## config.mk

```make
export PLATFORM = sky130hd
export DESIGN_NAME = dma_priority_arbiter_flat
export DESIGN_NICKNAME = d
export VERILOG_FILES = /design/src/rtl/dma_priority_arbiter_if.sv /design/src/rtl/dma_priority_arbiter.sv /design/src/flat_wrapper.sv
export SDC_FILE = /design/constraint.sdc
export NUM_CORES = 1
export LEC_CHECK = 0
export CORE_AREA = 2 2 39 41
export CTS_CLUSTER_DIAMETER = 200
export CTS_CLUSTER_SIZE = 40
export DETAILED_ROUTE_END_ITERATION = 10
export DIE_AREA = 0 0 41 43
export DONT_BUFFER_PORTS = 1
export HOLD_SLACK_MARGIN = 0.02
export PLACE_DENSITY_LB_ADDON = 0.08
export SLEW_MARGIN = 20
export SYNTH_ARGS = -nofsm -noshare
export SYNTH_HDL_FRONTEND = slang
export SYNTH_SLANG_ARGS = --single-unit
```

## constraint.sdc

```tcl
create_clock -name clk -period 3.85 [get_ports clk]
set_input_delay 0.5775 -clock clk [delete_from_list [all_inputs] [get_ports clk]]
set_output_delay 0.5775 -clock clk [all_outputs]
set_load 0.01 [all_outputs]
```

## src/rtl/dma_priority_arbiter_if.sv

```systemverilog
// Bus bundle between the DMA arbiter and its request, mask and command sources and the host handshake.
// Status ports exist only when DMA_ARB_STATUS_EN is defined.
interface dma_priority_arbiter_if #(
   parameter int NCH  = 4,
   parameter int CH_W = 2
);
   logic            cmd_rotate;
   logic            cmd_dreq_high;
   logic            cmd_dack_high;
   logic [NCH-1:0]  mask;
   logic [NCH-1:0]  sw_req;
   logic [NCH-1:0]  DREQ;
   logic            HLDA;
   logic            eop;
   logic            HRQ;
   logic [NCH-1:0]  DACK;
   logic [CH_W-1:0] active_ch;
   logic            grant_valid;
`ifdef DMA_ARB_STATUS_EN
   logic            status_rd;
   logic [NCH-1:0]  status_tc;
`endif

   modport slave (
      input  cmd_rotate, cmd_dreq_high, cmd_dack_high, mask, sw_req, DREQ, HLDA, eop,
`ifdef DMA_ARB_STATUS_EN
      input  status_rd,
      output status_tc,
`endif
      output HRQ, DACK, active_ch, grant_valid
   );

   modport master (
      output cmd_rotate, cmd_dreq_high, cmd_dack_high, mask, sw_req, DREQ, HLDA, eop,
`ifdef DMA_ARB_STATUS_EN
      output status_rd,
      input  status_tc,
`endif
      input  HRQ, DACK, active_ch, grant_valid
   );
endinterface

```

## src/rtl/dma_priority_arbiter.sv

```systemverilog
// N-channel DMA request arbiter (fixed or rotating priority) with HRQ/HLDA hold handshake.
// Define DMA_ARB_STATUS_EN to add the sticky terminal-count status register (status_rd / status_tc).
module dma_priority_arbiter #(
   parameter int NCH  = 4,
   parameter int CH_W = 2
) (
   input  logic                   clk,
   input  logic                   RESET,
   dma_priority_arbiter_if.slave  bus
);

   typedef enum logic [1:0] {
      S_IDLE      = 2'd0,
      S_WAIT_HLDA = 2'd1,
      S_SERVICE   = 2'd2,
      S_RELEASE   = 2'd3
   } state_t;

   state_t          r_state;
   state_t          w_state_next;
   logic [NCH-1:0]  w_req;
   logic [NCH-1:0]  w_hi_mask;
   logic [NCH-1:0]  w_req_hi;
   logic [NCH-1:0]  w_gnt;
   logic [CH_W-1:0] r_active_ch;
   logic [CH_W-1:0] r_last_ch;
   logic [CH_W-1:0] w_winner;
   logic            w_any_req;
   logic            w_eop_done;

   function automatic logic [CH_W-1:0] f_lowest(input logic [NCH-1:0] v);
      f_lowest = '0;
      for (int i = NCH - 1; i >= 0; i--) begin
         if (v[i]) f_lowest = CH_W'(i);
      end
   endfunction

   // Rotating search from last_ch+1 with wrap == lowest request above last_ch, else lowest overall.
   generate
      for (genvar gi = 0; gi < NCH; gi++) begin : g_ch
         assign w_req[gi]     = ((bus.DREQ[gi] == bus.cmd_dreq_high) & ~bus.mask[gi]) | bus.sw_req[gi];
         assign w_hi_mask[gi] = bus.cmd_rotate && (CH_W'(gi) > r_last_ch);
         assign w_gnt[gi]     = (r_state == S_SERVICE) && (r_active_ch == CH_W'(gi));
      end
   endgenerate

   assign w_req_hi   = w_req & w_hi_mask;
   assign w_any_req  = |w_req;
   assign w_winner   = (|w_req_hi) ? f_lowest(w_req_hi) : f_lowest(w_req);
   assign w_eop_done = (r_state == S_SERVICE) && bus.eop;

   always_ff @(posedge clk or posedge RESET) begin
      if (RESET) r_state <= S_IDLE;
      else       r_state <= w_state_next;
   end

   always_comb begin
      w_state_next = r_state;
      case (r_state)
         S_IDLE:      if (w_any_req) w_state_next = S_WAIT_HLDA;
         S_WAIT_HLDA: begin
            if (bus.HLDA)       w_state_next = S_SERVICE;
            else if (!w_any_req) w_state_next = S_IDLE;
         end
         S_SERVICE: begin
            // End of process wins over a simultaneous loss of the bus.
            if (bus.eop)        w_state_next = S_RELEASE;
            else if (!bus.HLDA) w_state_next = S_IDLE;
         end
         S_RELEASE:   if (!bus.HLDA) w_state_next = S_IDLE;
         default:     w_state_next = S_IDLE;
      endcase
   end

   always_comb begin
      bus.HRQ         = (r_state == S_WAIT_HLDA) || (r_state == S_SERVICE);
      bus.grant_valid = (r_state == S_SERVICE);
   end

   assign bus.DACK      = bus.cmd_dack_high ? w_gnt : ~w_gnt;
   assign bus.active_ch = r_active_ch;

   always_ff @(posedge clk or posedge RESET) begin
      if (RESET) begin
         r_active_ch <= '0;
         r_last_ch   <= CH_W'(NCH - 1);
      end else begin
         if (r_state == S_IDLE && w_any_req) r_active_ch <= w_winner;
         if (w_eop_done && bus.cmd_rotate)   r_last_ch   <= r_active_ch;
      end
   end

`ifdef DMA_ARB_STATUS_EN
   logic [NCH-1:0] r_status_tc;

   // A set in the same cycle as the read-clear survives.
   always_ff @(posedge clk or posedge RESET) begin
      if (RESET) r_status_tc <= '0;
      else       r_status_tc <= (bus.status_rd ? '0 : r_status_tc) | (w_eop_done ? w_gnt : '0);
   end

   assign bus.status_tc = r_status_tc;
`endif

endmodule
```

## src/flat_wrapper.sv

```systemverilog
// flat-port wrapper written by rule: the top's interface ports become plain ports
module dma_priority_arbiter_flat 
#(
   parameter int NCH  = 4,
   parameter int CH_W = 2
)
  (clk, RESET, bus_cmd_rotate, bus_cmd_dreq_high, bus_cmd_dack_high, bus_mask, bus_sw_req, bus_DREQ, bus_HLDA, bus_eop, bus_HRQ, bus_DACK, bus_active_ch, bus_grant_valid);
  dma_priority_arbiter_if #(.NCH(NCH), .CH_W(CH_W)) bus_i ();
  input  logic clk;
  input  logic RESET;
  input wire logic [$bits(bus_i.cmd_rotate)-1:0] bus_cmd_rotate;
  input wire logic [$bits(bus_i.cmd_dreq_high)-1:0] bus_cmd_dreq_high;
  input wire logic [$bits(bus_i.cmd_dack_high)-1:0] bus_cmd_dack_high;
  input wire logic [$bits(bus_i.mask)-1:0] bus_mask;
  input wire logic [$bits(bus_i.sw_req)-1:0] bus_sw_req;
  input wire logic [$bits(bus_i.DREQ)-1:0] bus_DREQ;
  input wire logic [$bits(bus_i.HLDA)-1:0] bus_HLDA;
  input wire logic [$bits(bus_i.eop)-1:0] bus_eop;
  output wire logic [$bits(bus_i.HRQ)-1:0] bus_HRQ;
  output wire logic [$bits(bus_i.DACK)-1:0] bus_DACK;
  output wire logic [$bits(bus_i.active_ch)-1:0] bus_active_ch;
  output wire logic [$bits(bus_i.grant_valid)-1:0] bus_grant_valid;
  assign bus_i.cmd_rotate = bus_cmd_rotate;
  assign bus_i.cmd_dreq_high = bus_cmd_dreq_high;
  assign bus_i.cmd_dack_high = bus_cmd_dack_high;
  assign bus_i.mask = bus_mask;
  assign bus_i.sw_req = bus_sw_req;
  assign bus_i.DREQ = bus_DREQ;
  assign bus_i.HLDA = bus_HLDA;
  assign bus_i.eop = bus_eop;
  assign bus_HRQ = bus_i.HRQ;
  assign bus_DACK = bus_i.DACK;
  assign bus_active_ch = bus_i.active_ch;
  assign bus_grant_valid = bus_i.grant_valid;
  dma_priority_arbiter #(.NCH(NCH), .CH_W(CH_W)) u_core (.clk(clk), .RESET(RESET), .bus(bus_i));
endmodule
```

==> flow_summary.ini, run 1 <==
[global_route]
grt_max_degree = 9
grt_pass1_vias = 423
grt_usage_pct = 13.3
grt-ovfl-total = 0
grt_pass1_wl_mm = 1.61
antenna_found_initial = 0

[power]
vdd_ir_drop_max_mv = 0.320
p_leak_nw = 0.256
powerDensity_mw_per_mm2 = 605

[timing]
fin_hold_ws_ps = 134
setup_viol = 0
tightestPinTransition_ps = 384
drv_slew = 0
tns_ps = 0
rsz0062_at_grt = no
period_share_pct = 56.1
skew_ps = 2.23
maxSlewHeadroom_pct = 74.1
period_minus_slack_ps = 2160
final-hold-violation-count = 0
fmaxAchievable_ghz = 0.463

[drt]
drc = 0
vias = 473
firstDrtPassIters = 4
vias_per_cell = 5.77
wl_mm = 1.07
routedWlPerCell_um = 13.1
antenna_left = 0
drtIter0Drc = 9

[clock_network]
hold_buffers = 0
cts_htree_levels = 1
cts_root_buf = clkbuf_4
cts_num_sinks = 6
cts_max_path_buffers = 2
path_clk_slew_ps = 40
cts_made_buffers = 3
cts_resized = 0
tritoncts = built
clk_latency_ps = 240
postCtsSetupRepairBufs = 0

[worst_hold_path]
hp-class = in2async

[layout]
area_growth_pct = 7.04
fin_cells = 82
final_net_count = 91
fin_util_pct = 46.7
n_fill_cell = 142
diodes = 0
drive_above_1_share_pct = 18.2

[die]
fp.dieW_um = 41
floorplan.initialDensity_pct = 43.7
dieArea_mm2 = 0.00176
die_h_um = 43
rows = 14
coreArea_mm2 = 0.00138
io_pins = 27

[setup_path]
path_class = reg2out
worstPathMaxFanout = 8
worstSetupEndpointType = primary output
startpoint_type = flop
cp.arrival_ps = 1580
worstPathRequired_ps = 3270

[synthesis]
synth_nets = 86
synth.ff_latch_count = 6
ys_types = 29
ys_top_cells_by_area = dfrtp_1 (17%), dfstp_2 (8.7%), xor2_1 (8.7%)
ys_warn_count = 0
synth_area_um2 = 604
synth_seq_area_share_pct = 25.3
netlist_instances = 63
syn_area_per_cell_um2 = 9.59
synth_top_area_cell = dfrtp_1
netlist.area_leader.share_pct = 16.6

[run_status]
outcome = finished clean

[placed_design]
dp_hpwl_um = 899
numPortBuffers = 0
dpl.cell_count = 79
finalWeightedCongestion = 0.694

[flow_run]
cap_violations = 0
-- worst paths after layout --
| check | from | endpoint | slack [ps] | cells after the start |
|---|---|---|---|---|
| min | RESET | u_core.bus.active_ch[1] | 130 | 1 |
| max reg2reg | u_core.r_state[0] | u_core.r_state[1] | 2300 | 7 |
| min reg2reg | u_core.r_state[0] | u_core.r_state[0] | 600 | 1 |
| max | u_core.r_state[0] | bus_DACK[0] | 1690 | 4 |
| min in group clk | u_core.r_state[0] | u_core.r_state[0] | 600 | 1 |
| max in group asynchronous | RESET | u_core.r_last_ch[1] | 3460 | 1 |
-- sequential cells by signal, summed over array words and instances (netlist names) --
signal / flops
u_core.bus.active_ch: 2
u_core.r_state: 2
u_core.r_last_ch: 2
-- cell usage after synthesis --
cell / n
o31ai_1: 1
ha_1: 4
o21bai_4: 2
o21ai_0: 4
mux2i_1: 1
nor4_4: 1
nand3_1: 2
nor3b_1: 1
o21bai_2: 2
a221oi_1: 1
nor2_1: 6
a22o_1: 1
nor2b_1: 2
nand2b_1: 2
xnor2_1: 2
o22ai_1: 1
a21oi_1: 2
inv_1: 3
dfrtp_1: 4
or3b_1: 1
mux2_1: 2
o41ai_2: 1
and3_4: 1
nand3b_1: 1
nand2_1: 5
o32a_1: 1
xor2_1: 6
a21o_1: 1
dfstp_2: 2
-- kinds of logic (layout without fill, tap and decap cells) --
logic type | after synthesis | count (layout) | share of synthesized area [%]
AND/OR/NAND/NOR | 22 | 22 | 21.9
AO/OA/AOI/OAI | 17 | 17 | 25.7
XOR/XNOR | 8 | 8 | 11.6
flip-flops | 6 | 6 | 25.3
adder cells (fa/ha/maj) | 4 | 4 | 8.28
multiplexers | 3 | 3 | 5.38
buffers and inverters | 3 | 6 | 1.86
-- layer usage --
layer	wire length (um)	track usage [%]	share of wire, %	up-vias
li1	-	-	-	231
met1	441	15.9	41	223
met2	546	20.6	51	19
met3	86	5.76	8.0	0
met4	0	4.00	0	0
met5	0	0	0	-
-- cell type report --
type	instances	area, um^2	share of cell area [%]
inverter	3	11.3	1.74
tap	16	20.0	3.09
multi-input combinational	54	440	68.1
clock buffer	3	22.5	3.48
sequential	6	153	23.6
-- power breakdown --
part / total, mW / internal, mW / switching, mW / leakage, nW
combinational: 0.193 / 0.0905 / 0.103 / 0.171
clock: 0.0562 / 0.0351 / 0.0210 / 0.0138
sequential: 0.142 / 0.0996 / 0.0422 / 0.0707
total: 0.391 / 0.225 / 0.166 / 0.256
-- critical path, cell delays in order, from the launching register on --
cell     delay (ps)
dfrtp_1         420
inv_1           100
ha_1            340
nor3b_1         270
xnor2_1         210
-- placed cells by master (no fill, tap or decap), drive strengths merged, types with 3 or more instances in the layout --
cell / count
clkbuf: 3
inv: 3
xor2: 6
nand2: 5
dfrtp: 4
o21bai: 4
nor2: 6
ha: 4
o21ai: 4
-- through the flow --
stage               total power [mW]  setup slack (ps)  cell area (um^2)
floorplan                      0.300              2050               604
global placement               0.343              1970               624
detailed placement             0.341              1920               624
CTS                            0.399              1670               647
global route                   0.426              1550               647
finish                         0.391              1690               647
Note: power is estimated with default switching activity, not from simulation.
==> run 2, diff against run 1 <==
==> constraint.sdc (replaced) <==
create_clock -name clk -period 2.16 [get_ports clk]
set_input_delay 0.324 -clock clk [delete_from_list [all_inputs] [get_ports clk]]
set_output_delay 0.324 -clock clk [all_outputs]
set_load 0.01 [all_outputs]
==> run 2 against run 1 <==
- sequential power is 78% higher
- register-to-register slack worse by 1700 ps
- first-iteration DRC count stayed put
- count of clock-buffer cells in the layout stayed put
- routed wire length is 0.75% higher
- global-route usage is 0.10 points higher
- design area is 1.5% higher
- clock skew is 1.2 ps lower
- power is 79% higher
- clock power is 80% higher
- combinational power is 79% higher
==> flow_summary.ini, run 2 (same netlist as run 1, synthesis figures left out) <==
[power]
switching_power_mw = 0.297
pwr-share-seq_pct = 36.1
p_leak_nw = 0.260
share_comb_of_total_power_pct = 49.5
clkPwrFrac_pct = 14.4
powerDensity_mw_per_mm2 = 1070
vdd_ir_drop_max_mv = 0.570
p_total_mw = 0.700
swShare_pct = 42.5
intPower_mw = 0.403

[setup_path]
path_class = reg2out
worstSetupEndpointType = primary output
slowest_delay_ps = 420
worstPathMaxFanout = 8
reg2regPathDepth = 7
r2r-start = u_core.r_state[0]
r2r_setup_slack_ps = 610
slowest_stage = dfrtp_1
crit_path_cell_trace = inv_1, ha_1, nor3b_1, xnor2_1
startpoint_type = flop
rr_endpoint = u_core.r_state[1]
cp.arrival_ps = 1590
worstPathRequired_ps = 1840

[flow_run]
cap_violations = 0

[run_status]
outcome = finished clean

[clock_network]
tritoncts = built
cts_htree_levels = 1
postCtsSetupRepairBufs = 0
cts_root_buf = clkbuf_4
clk_latency_ps = 240
cts_num_sinks = 6
hold_buffers = 1
cts_resized = 0
path_clk_slew_ps = 40
cts_max_path_buffers = 2
cts_made_buffers = 3

[placed_design]
numPortBuffers = 0
dp_hpwl_um = 899
dpl.cell_count = 79
finalWeightedCongestion = 0.694

[die]
die_h_um = 43
coreArea_mm2 = 0.00138
fp.dieW_um = 41
io_pins = 27
floorplan.initialDensity_pct = 43.7
dieArea_mm2 = 0.00176
rows = 14

[timing]
fmaxAchievable_ghz = 0.523
period_minus_slack_ps = 1910
setup_viol = 0
final-hold-violation-count = 0
period_share_pct = 88.5
skew_ps = 1.01
tightestPinTransition_ps = 384
maxSlewHeadroom_pct = 74.1
drv_slew = 0
rsz0062_at_grt = no
tns_ps = 0

[drt]
antenna_left = 0
drc = 0
routedWlPerCell_um = 13.0
firstDrtPassIters = 4
drtIter0Drc = 9
wl_mm = 1.08
vias = 476
vias_per_cell = 5.73

[layout]
n_fill_cell = 141
seq_area_um2 = 153
final_net_count = 92
area_growth_pct = 8.70
fin_util_pct = 47.5
fin_cells = 83
diodes = 0
drive_above_1_share_pct = 17.9
layout_common_cells = nor2_1 (6), xor2_1 (6), nand2_1 (5)
multi_input_area_um2 = 440

[worst_hold_path]
hp-class = in2reg
hold_depth = 2
worstHoldEndpoint = u_core.r_last_ch[0]
hold_start = bus_cmd_rotate

[global_route]
grt_pass1_wl_mm = 1.62
grt_usage_pct = 13.4
antenna_found_initial = 0
grt_pass1_vias = 426
grt_max_degree = 9
grt-ovfl-total = 0
-- run 2: cell types whose count changed in the layout (fill, tap and decap cells not counted) --
cell / before / now
dlygate4sd3_1: 0 / 1
-- run 2: critical path: cells and delay by family (launching register included) --
kind / cells / cell delay, ps
flops: 1 / 420
buf+inv: 1 / 100
xor+xnor: 1 / 210
simple gates: 1 / 270
fa+ha+maj: 1 / 340
-- run 2: power groups by stage --
| stage | registers (mW) | logic, mW | clock network (mW) |
|---|---|---|---|
| 6_report | 0.253 | 0.346 | 0.101 |
| 5_1_grt | 0.263 | 0.387 | 0.110 |
| 4_1_cts | 0.254 | 0.355 | 0.105 |
| 3_5_place_dp | 0.258 | 0.349 | 0 |
| 3_3_place_gp | 0.254 | 0.357 | 0 |
| 2_1_floorplan | 0.235 | 0.300 | 0 |
-- run 2: cell type report --
type | instances | share of cell area, %
Multi-Input combinational cell | 54 | 67.0
Sequential cell | 6 | 23.2
Timing Repair Buffer | 1 | 1.52
Clock buffer | 3 | 3.43
Tap cell | 16 | 3.05
Inverter | 3 | 1.71
-- run 2: worst max path at each step --
stage | from | endpoint | slack [ps] | cells after the start
finish | u_core.r_state[0] | bus_DACK[0] | 250 | 4
global route | u_core.r_state[0] | bus_DACK[0] | 110 | 4
CTS | u_core.r_state[0] | bus_DACK[0] | 230 | 4
detailed placement | u_core.r_state[0] | bus_DACK[0] | 490 | 4
global placement | u_core.r_state[0] | bus_DACK[0] | 540 | 4
floorplan | u_core.r_state[0] | bus_DACK[0] | 610 | 4
-- run 2: stage by stage --
stage / hold WS [ps] / setup slack, ps / cell area (um^2)
after floorplan: 114 / 612 / 604
after global placement: 139 / 538 / 624
after detailed placement: 146 / 488 / 624
after CTS: 357 / 232 / 657
after global routing: 372 / 115 / 657
final: 360 / 249 / 657
-- run 2: routing by layer --
layer / GRT usage, % / up-vias / part of all wire [%]
met4: 4.00 / 0 / 0
li1: - / 233 / -
met5: 0 / - / 0
met3: 5.76 / 0 / 8.0
met2: 20.6 / 19 / 51
met1: 16.2 / 224 / 41
==> run 3, diff against run 2 <==
--- a/config.mk
+++ b/config.mk
@@ -5,11 +5,12 @@
 export SDC_FILE = /design/constraint.sdc
 export NUM_CORES = 1
 export LEC_CHECK = 0
-export CORE_AREA = 2 2 39 41
+export ABC_AREA = 1
+export CORE_MARGIN = 8
+export CORE_UTILIZATION = 50
 export CTS_CLUSTER_DIAMETER = 200
 export CTS_CLUSTER_SIZE = 40
 export DETAILED_ROUTE_END_ITERATION = 10
-export DIE_AREA = 0 0 41 43
 export DONT_BUFFER_PORTS = 1
 export HOLD_SLACK_MARGIN = 0.02
 export PLACE_DENSITY_LB_ADDON = 0.08
==> run 3 against run 2 <==
- combinational power grew 7.5%
- non-clock buffer count is the same
- sequential share of layout area shrank 3.3 points
- critical endpoint unchanged
- synthesized area grew 18%
- setup slack gained 64 ps
- count of clock-buffer cells in the layout grew 1
- fmax grew 3.5%
- die area grew 64%
- highest routed layer is now met4
- largest power group unchanged
- routed wire length grew 37%
==> flow_summary.ini, run 3 <==
[run_status]
outcome = finished clean

[clock_network]
tritoncts = built
clk_latency_ps = 250
cts_htree_levels = 1
path_clk_slew_ps = 50
cts_num_sinks = 6
postCtsSetupRepairBufs = 0
cts_max_path_buffers = 2
cts_made_buffers = 3
cts_root_buf = clkbuf_4

[die]
floorplan.initialDensity_pct = 54.0
die_h_um = 53.7
io_pins = 27
coreArea_mm2 = 0.00132
dieArea_mm2 = 0.00289
rows = 13
fp.dieW_um = 53.7

[timing]
period_minus_slack_ps = 1850
rsz0062_at_grt = no
maxSlewHeadroom_pct = 78.9
fmaxAchievable_ghz = 0.541
period_share_pct = 85.5
drv_slew = 0
setup_viol = 0
skew_ps = 7.75
tns_ps = 0
tightestPinTransition_ps = 317
fin_hold_ws_ps = 253
final-hold-violation-count = 0

[setup_path]
r2r_setup_slack_ps = 660
rr_endpoint = u_core.r_state[1]
worstSetupEndpointType = primary output
path_class = reg2out
crit_path_cell_trace = inv_1, ha_1, nand3_1, xor2_1
cp.arrival_ps = 1520
worstPathMaxFanout = 7
slowest_stage = dfrtp_1
cp.depth = 4
worst-path-buf-inv = 1
worstPathRequired_ps = 1840
slowest_delay_ps = 420
crit_path_end = bus_DACK[0]
startpoint_type = flop
r2r-start = u_core.r_state[0]
crit_path_start = u_core.r_state[0]
cpLargestDelayFamily = flip-flops
reg2regPathDepth = 8

[drt]
wl_mm = 1.48
firstDrtPassIters = 4
drtIter0Drc = 7
routedWlPerCell_um = 11.4
antenna_left = 0
drc = 0
vias = 671
vias_per_cell = 5.16

[synthesis]
synth_common_cells = nand2_1 (30), inv_1 (24), nand3_1 (11), nor2_1 (6)
synth.ff_latch_count = 6
ys_types = 21
synth_top_area_cell = nand2_1
synth_seq_area_share_pct = 21.4
synth_edf_count = 0
synth_area_um2 = 712
netlist.area_leader.share_pct = 15.8
ys_warn_count = 0
ys_top_cells_by_area = nand2_1 (16%), dfrtp_1 (14%), inv_1 (13%)
synth_nets = 133
netlist_instances = 110
syn_area_per_cell_um2 = 6.47
synth_ff_type = dfrtp_1
async_reset_ff_share_pct = 100
yosysMostFrequentCell = nand2_1

[power]
powerDensity_mw_per_mm2 = 959
p_leak_nw = 0.437
vdd_ir_drop_max_mv = 0.569

[flow_run]
cap_violations = 0

[layout]
drive_above_1_share_pct = 18.3
area_growth_pct = 7.73
layout_common_cells = nand2_1 (30), inv_1 (24), nand3_1 (11)
fin_util_pct = 58.2
final_common_cell = nand2_1
diodes = 0
final_net_count = 139

[global_route]
use_met3_pct = 4.13
grtUsageMet2_pct = 18.5
grt_usage_pct = 11.5
grt_pass1_vias = 643
grt-ovfl-total = 0
grt_max_degree = 8
antenna_found_initial = 0
grt_pass1_wl_mm = 2.58
use_met1_pct = 13.8
grt.busiest_layer = met2

[placed_design]
finalWeightedCongestion = 0.710
dp_hpwl_mm = 1.29
numPortBuffers = 0

[worst_hold_path]
hp-class = in2reg
## run 3: cell types whose count changed in the layout (fill, tap and decap cells not counted), sizes merged, moves of 3 or more
cell    before  now
nand2        5   38
nand3        2   13
inv          3   25
nor2         6    9
o21bai       4    0
## run 3: routing by layer
metal	routed length, um	up-vias
li1	-	347
met3	98	4
met5	0	-
met1	656	301
met2	703	19
met4	17	0
## run 3: metrics by stage
stage / area, um^2 / power [mW] / instances / worst slack [ps]
after floorplan: 712 / 0.545 / 110 / 712
after global placement: 731 / 0.610 / 125 / 609
after detailed placement: 731 / 0.619 / 125 / 573
after CTS: 767 / 0.740 / 130 / 295
after global routing: 767 / 0.818 / 130 / 203
final: 767 / 0.736 / 130 / 313
## run 3: repair_timing
action / 4_1_cts / 5_1_grt
endpoints found under the hold margin: 4 / 0
hold buffers: 1 / 0
resized for setup: 0 / 0
## run 3: worst min-delay path: cells and delay by family
family | cells | cell delay [ps]
AO/OA/AOI/OAI | 1 | 40
AND/OR/NAND/NOR | 2 | 110
## run 3: logic make-up after synthesis
| family | synth area share (%) |
|---|---|
| xor gates and xnor gates | 4.92 |
| AOI/OAI and AO/OA | 6.50 |
| adders and majority gates | 7.03 |
| DFF | 21.4 |
| and+or+nand+nor | 46.9 |
| buffers and inverters | 13.2 |
## run 3: final cells by class
class                           count  area [um^2]
Multi-Input combinational cell     79          465
Fill cell                         132          551
Timing Repair Buffer                1         10.0
Clock buffer                        4         26.3
Inverter                           25         93.8
Sequential cell                     6          153
Tap cell                           15         18.8
## run 3: how the worst min path moves through the flow
stage,from,to,slack [ps],cells after the start
after floorplan,RESET,u_core.bus.active_ch[0],110,1
after global placement,RESET,u_core.bus.active_ch[0],140,1
after detailed placement,RESET,u_core.bus.active_ch[0],140,1
after CTS,bus_HLDA,u_core.r_state[0],260,3
after global routing,bus_HLDA,u_core.r_state[1],260,3
final,bus_HLDA,u_core.r_state[0],250,3
## run 3: report_power, final
part	leakage [nW]	total, mW	internal (mW)	switching (mW)
combinational	0.351	0.372	0.138	0.234
sequential	0.0710	0.246	0.178	0.0677
clock	0.0150	0.118	0.0704	0.0475
total	0.437	0.736	0.386	0.349
